$ cat src/rtl/bus_pkg.sv
// Shared types and constants for the CPU memory-port sequencer.
package bus_pkg;

    // Sequencer FSM states.
    typedef enum logic [1:0] {
        IDLE  = 2'd0,
        BUS   = 2'd1,
        DONE  = 2'd2,
        ERROR = 2'd3
    } seq_state_t;

    // Which requester owns the transfer in flight.
    typedef enum logic {
        GNT_IF = 1'b0,
        GNT_D  = 1'b1
    } grant_t;

    localparam int          DATA_W_DEFAULT   = 32;
    localparam int          MAX_WAIT_DEFAULT = 255;
    localparam logic [DATA_W_DEFAULT/8-1:0] BYTEEN_ALL = '1;

endpackage

$ cat src/rtl/bus_wait_timer.sv
// Saturating waitrequest counter with a timeout flag at MAX_WAIT.
module bus_wait_timer
    import bus_pkg::*;
#(
    parameter int MAX_WAIT = MAX_WAIT_DEFAULT
) (
    input  logic clk,
    input  logic rst,
    input  logic clear,
    input  logic inc,
    output logic timeout
);

    localparam int CNT_W = $clog2(MAX_WAIT + 1);

    logic [CNT_W-1:0] count;

    // Count stalled bus cycles; clear wins over increment, and the count parks at MAX_WAIT.
    always_ff @(posedge clk) begin
        // NOTE: state registers use non-blocking assignments so every flop samples pre-edge values.
        if (rst) begin
            count <= '0;
        end else if (clear) begin
            count <= '0;
        end else if (inc && (count != CNT_W'(MAX_WAIT))) begin
            count <= count + 1'b1;
        end
    end

    assign timeout = (count == CNT_W'(MAX_WAIT));

endmodule

$ cat src/rtl/mem_bus_sequencer.sv
// Arbitrates the single Avalon-MM port between fetch and load/store, one transfer at a time.
module mem_bus_sequencer
    import bus_pkg::*;
#(
    parameter int ADDR_W   = 32,
    parameter int DATA_W   = DATA_W_DEFAULT,
    parameter int MAX_WAIT = MAX_WAIT_DEFAULT
) (
    input  logic                clk,
    input  logic                rst,
    input  logic                if_req,
    input  logic [ADDR_W-1:0]   if_addr,
    output logic [DATA_W-1:0]   if_rdata,
    output logic                if_valid,
    input  logic                d_req,
    input  logic                d_we,
    input  logic [ADDR_W-1:0]   d_addr,
    input  logic [DATA_W-1:0]   d_wdata,
    input  logic [DATA_W/8-1:0] d_byteen,
    output logic [DATA_W-1:0]   d_rdata,
    output logic                d_valid,
    output logic [ADDR_W-1:0]   address,
    output logic                read,
    output logic                write,
    output logic [DATA_W/8-1:0] byteenable,
    output logic [DATA_W-1:0]   writedata,
    input  logic                waitrequest,
    input  logic [DATA_W-1:0]   readdata,
    output logic                stall,
    output logic                bus_error
);

    // Word-align mask: the bus always sees the low two address bits as zero.
    localparam logic [ADDR_W-1:0] WORD_MASK = ~ADDR_W'(3);

    seq_state_t state;
    grant_t     grant;
    logic       timeout;

    // The counter is held at zero outside BUS, so it always starts fresh on BUS entry.
    bus_wait_timer #(
        .MAX_WAIT (MAX_WAIT)
    ) u_wait_timer (
        .clk     (clk),
        .rst     (rst),
        .clear   (state != BUS),
        .inc     ((state == BUS) && waitrequest),
        .timeout (timeout)
    );

    // Sequencer FSM with registered bus strobes, lanes, read data and completion pulses.
    always_ff @(posedge clk) begin
        if (rst) begin
            state      <= IDLE;
            grant      <= GNT_IF;
            address    <= '0;
            read       <= 1'b0;
            write      <= 1'b0;
            byteenable <= '0;
            writedata  <= '0;
            if_rdata   <= '0;
            d_rdata    <= '0;
            if_valid   <= 1'b0;
            d_valid    <= 1'b0;
            bus_error  <= 1'b0;
        end else begin
            // Completion pulses default low so they last exactly one cycle.
            if_valid <= 1'b0;
            d_valid  <= 1'b0;
            case (state)
                IDLE: begin
                    if (d_req) begin
                        grant      <= GNT_D;
                        address    <= d_addr & WORD_MASK;
                        read       <= ~d_we;
                        write      <= d_we;
                        byteenable <= d_byteen;
                        writedata  <= d_wdata;
                        state      <= BUS;
                    end else if (if_req) begin
                        grant      <= GNT_IF;
                        address    <= if_addr & WORD_MASK;
                        read       <= 1'b1;
                        write      <= 1'b0;
                        byteenable <= '1;
                        state      <= BUS;
                    end
                end
                BUS: begin
                    // Timeout takes precedence over a completion in the same cycle.
                    if (waitrequest && timeout) begin
                        read      <= 1'b0;
                        write     <= 1'b0;
                        bus_error <= 1'b1;
                        state     <= ERROR;
                    end else if (!waitrequest) begin
                        read  <= 1'b0;
                        write <= 1'b0;
                        if (grant == GNT_D) begin
                            d_valid <= 1'b1;
                            if (read) begin
                                d_rdata <= readdata;
                            end
                        end else begin
                            if_valid <= 1'b1;
                            if_rdata <= readdata;
                        end
                        state <= DONE;
                    end
                end
                DONE: begin
                    state <= IDLE;
                end
                ERROR: begin
                    state <= ERROR;
                end
                default: begin
                    state <= IDLE;
                end
            endcase
        end
    end

    // Freeze the PC unit while a request is outstanding or after a bus timeout.
    assign stall = ~rst & ((state == ERROR) | ((if_req | d_req) & ~(if_valid | d_valid)));

endmodule

$ cat config.mk
export PLATFORM = sky130hd
export DESIGN_NAME = mem_bus_sequencer
export DESIGN_NICKNAME = d
export VERILOG_FILES = /design/src/rtl/bus_pkg.sv /design/src/rtl/bus_wait_timer.sv /design/src/rtl/mem_bus_sequencer.sv
export SDC_FILE = /design/constraint.sdc
export NUM_CORES = 1
export LEC_CHECK = 0
export BUFFER_PORTS_ARGS = -buffer_cell sky130_fd_sc_hd__buf_2
export CELL_PAD_IN_SITES_DETAIL_PLACEMENT = 1
export CELL_PAD_IN_SITES_GLOBAL_PLACEMENT = 2
export CORE_ASPECT_RATIO = 0.8
export CORE_MARGIN = 2
export CORE_UTILIZATION = 27
export CTS_BUF_LIST = sky130_fd_sc_hd__clkbuf_16
export CTS_CLUSTER_DIAMETER = 30
export DETAILED_ROUTE_END_ITERATION = 10
export PLACE_DENSITY = 0.85
export SLEW_MARGIN = 20
export SYNTH_ARGS = -nofsm -noshare
export SYNTH_HDL_FRONTEND = slang
export SYNTH_SLANG_ARGS = --single-unit
$ cat constraint.sdc
create_clock -name clk -period 3.74 [get_ports clk]
set_input_delay 0.374 -clock clk [delete_from_list [all_inputs] [get_ports clk]]
set_output_delay 0.374 -clock clk [all_outputs]
set_load 0.02 [all_outputs]
==> results_dict.tcl <==
set metrics [dict create \
    outcome "complete, no violations" \
    antenna_found_initial 1 \
    place_area_sq_um 7341 \
    finalCritPeriodShare 0.6323 \
    worstHoldStart "d_wdata[3]" \
    dpl.hpwl_microns 13070 \
    ys_top_cells_by_area "dfxtp_1 50%, nand2_1 13%, mux2i_1 11%, a21oi_1 8.6%, a211oi_1 4.4%" \
    yosysUniqueCellTypes 44 \
    path_clk_slew_ps 70 \
    synth_seq_cells 146 \
    synthFlopType "dfxtp_1" \
    fillCellCount 2627 \
    ios 276 \
    drv_slew 0 \
    timing.fmax_mhz 422.9 \
    drive_above_1_share 0.3514 \
    startpoint_type "flop" \
    ant_nets 0 \
    dr.pass1.iters 5 \
    cp_slowest_cell "dfxtp_1" \
    finClkSkew_ps 8.712 \
    comb_power_share 0.153 \
    grt_pass1_wl_microns 29260 \
    timing_worst_setup_path_type "reg -> reg" \
    synth-edff-count 0 \
    critPathMaxFanout 23 \
    crit_chain "nor3b_1 -> and3_2 -> buf_4 -> mux2i_1" \
    postSynthAreaPerCell_sq_um 8.772 \
    clkPwrFrac 0.419 \
    use_met3 0.04908 \
    core-area_sq_um 21380 \
    seqPwrFrac 0.428 \
    ys_async_sr_fraction 0 \
    slew_headroom 0.4084 \
    drt-wirelength-per-cell_microns 15.80 \
    cp-startpoint "state[0]$_SDFFE_PP0P_" \
    p_sw_uw 1178 \
    final_cell_mix "268 x buf_2, 203 x nand2_1, 146 x dfxtp_1" \
    clkSinkCount 146 \
    grt_use_total 0.1615 \
    cts_buffers 17 \
    gr-total-overflow 0 \
    cell_internal_pwr_uw 2809 \
    grt_max_degree 58 \
    io_buffer_count 269 \
    post-cts-setup-buffer-count 0 \
    min_path_type "in -> reg" \
    finalHoldViolations 0 \
    worstMarginPinSlew_ps 886.1 \
    peakVddDrop_uv 234.5 \
    met1_usage 0.2078 \
    fin_tns_setup_ps 0 \
    finalPower_uw 3986 \
    post-route-drc-count 0 \
    vias 5529 \
    cts_root_buf "clkbuf_16" \
    vias_per_cell 4.619 \
    yosys_warnings 0 \
    area_delta_synth_final_pct 35.60 \
    fp-row-count 48 \
    p_leak_uw 0.003576 \
    postLayoutCoreUtil 0.3705 \
    netlist_instances 666 \
    synth_top_area_share 0.5003 \
    dieHeight_microns 135.6 \
    slowest_delay_ps 790 \
    start_util 0.2732 \
    rsz0062_at_grt "no" \
    grt_pass1_vias 5458 \
    gp_congestion 0.7340 \
    clock_path_buffers 2 \
    layout_commonest_cell "buf_2" \
    powerDensity_nw_per_um2 503.2 \
    clk_latency_ps 420 \
    period_needed_ps 2365 \
    diodes 0 \
    cp.arrival_ps 2710 \
    wirelength_microns 18910 \
    cts_hold_buffers 0 \
    yosysTopAreaCell "dfxtp_1" \
    ys_seq_area_frac 0.5003 \
    fin_area_sq_um 7921 \
    htreeDepth 4 \
    rr_startpoint "state[0]$_SDFFE_PP0P_" \
    use_met2 0.2675 \
    drt_iter0_drc 249 \
    required_ps 4090 \
    finalNetCount 1048 \
    setup_viol 0 \
    netSwitchingFraction 0.2954 \
    cts_tree "built" \
    cts_resized 0 \
    die_x_microns 168.5 \
    grt_busiest_layer "met2" \
    end_kind "flop" \
    maxCapViolCount 0 \
    die_area_sq_um 22840 \
    syn_area_sq_um 5842 \
]
[cell type report]
cell class                 count  area, sq um  area share
sequential                   146         2923      0.3690
inverter                       3        11.26    0.001422
timing repair buffer         281         1439      0.1816
tap                          275        344.1     0.04344
clock inverter                15        150.1     0.01895
multi-input combinational    460         2629      0.3319
clock buffer                  17        425.4     0.05370
[critical path: cells and delay by family, from the launching register on]
family / cells / cell delay, ps
mux: 1 / 200
flops: 1 / 790
simple gates: 2 / 1000
buf+inv: 1 / 300
[through the flow]
stage	setup slack, ps	instances	hold slack, ps
3_5_place_dp	1346	1165	445.3
3_3_place_gp	1406	1165	439.9
5_1_grt	1211	1197	178.1
4_1_cts	1332	1197	167.0
2_1_floorplan	2071	667	460.6
6_report	1375	1197	190.5
[synth_stat cells, drive strengths merged, types with 2 or more instances]
cell type  number
buf            36
clkbuf         22
nand2         203
a21oi         100
and3            5
inv             3
nand3           5
a31oi           4
nand2b          4
nor3b           4
o221a           4
mux2i          67
and4            2
nor3            2
dfxtp         146
nor2            4
a211oi         34
[routing by layer]
layer  vias up  wire length, microns
met4         0                   134
met2       164                  8781
met3        13                  1168
li1       2765                     -
met5         -                     0
met1      2587                  8829
[sequential cells by signal, summed over array words and instances, names as in the netlist]
name,count
bus_error,1
byteenable,4
state,2
writedata,32
if_valid,1
if_rdata,32
d_valid,1
write,1
u_wait_timer.count,8
d_rdata,32
read,1
grant,1
address,30
[path summary, 6_finish.rpt]
kind                                to  slack, ps  depth (start not counted)
max            d_rdata[1]$_SDFFE_PP0P_       1380                          4
min          writedata[3]$_SDFFE_PP0P_        190                          3
max reg2reg    d_rdata[1]$_SDFFE_PP0P_       1380                          4
min reg2reg  writedata[0]$_SDFFE_PP0P_        450                          2
[cell families after synthesis]
logic type,share of synthesized area
compound gates,0.1553
fa+ha+maj,0.002141
simple gates,0.1718
other cells,0.0006419
flops,0.5003
mux,0.1148
buf+inv,0.05504
[power by group through the flow]
| stage | clock [uW] | combinational (uW) | sequential [uW] |
|---|---|---|---|
| 2_1_floorplan | 0 | 274 | 1840 |
| 3_3_place_gp | 0 | 614 | 1740 |
| 3_5_place_dp | 0 | 621 | 1740 |
| 4_1_cts | 1730 | 622 | 1710 |
| 5_1_grt | 1800 | 672 | 1720 |
| 6_report | 1670 | 610 | 1710 |
Power figures use the tool's default switching activity.
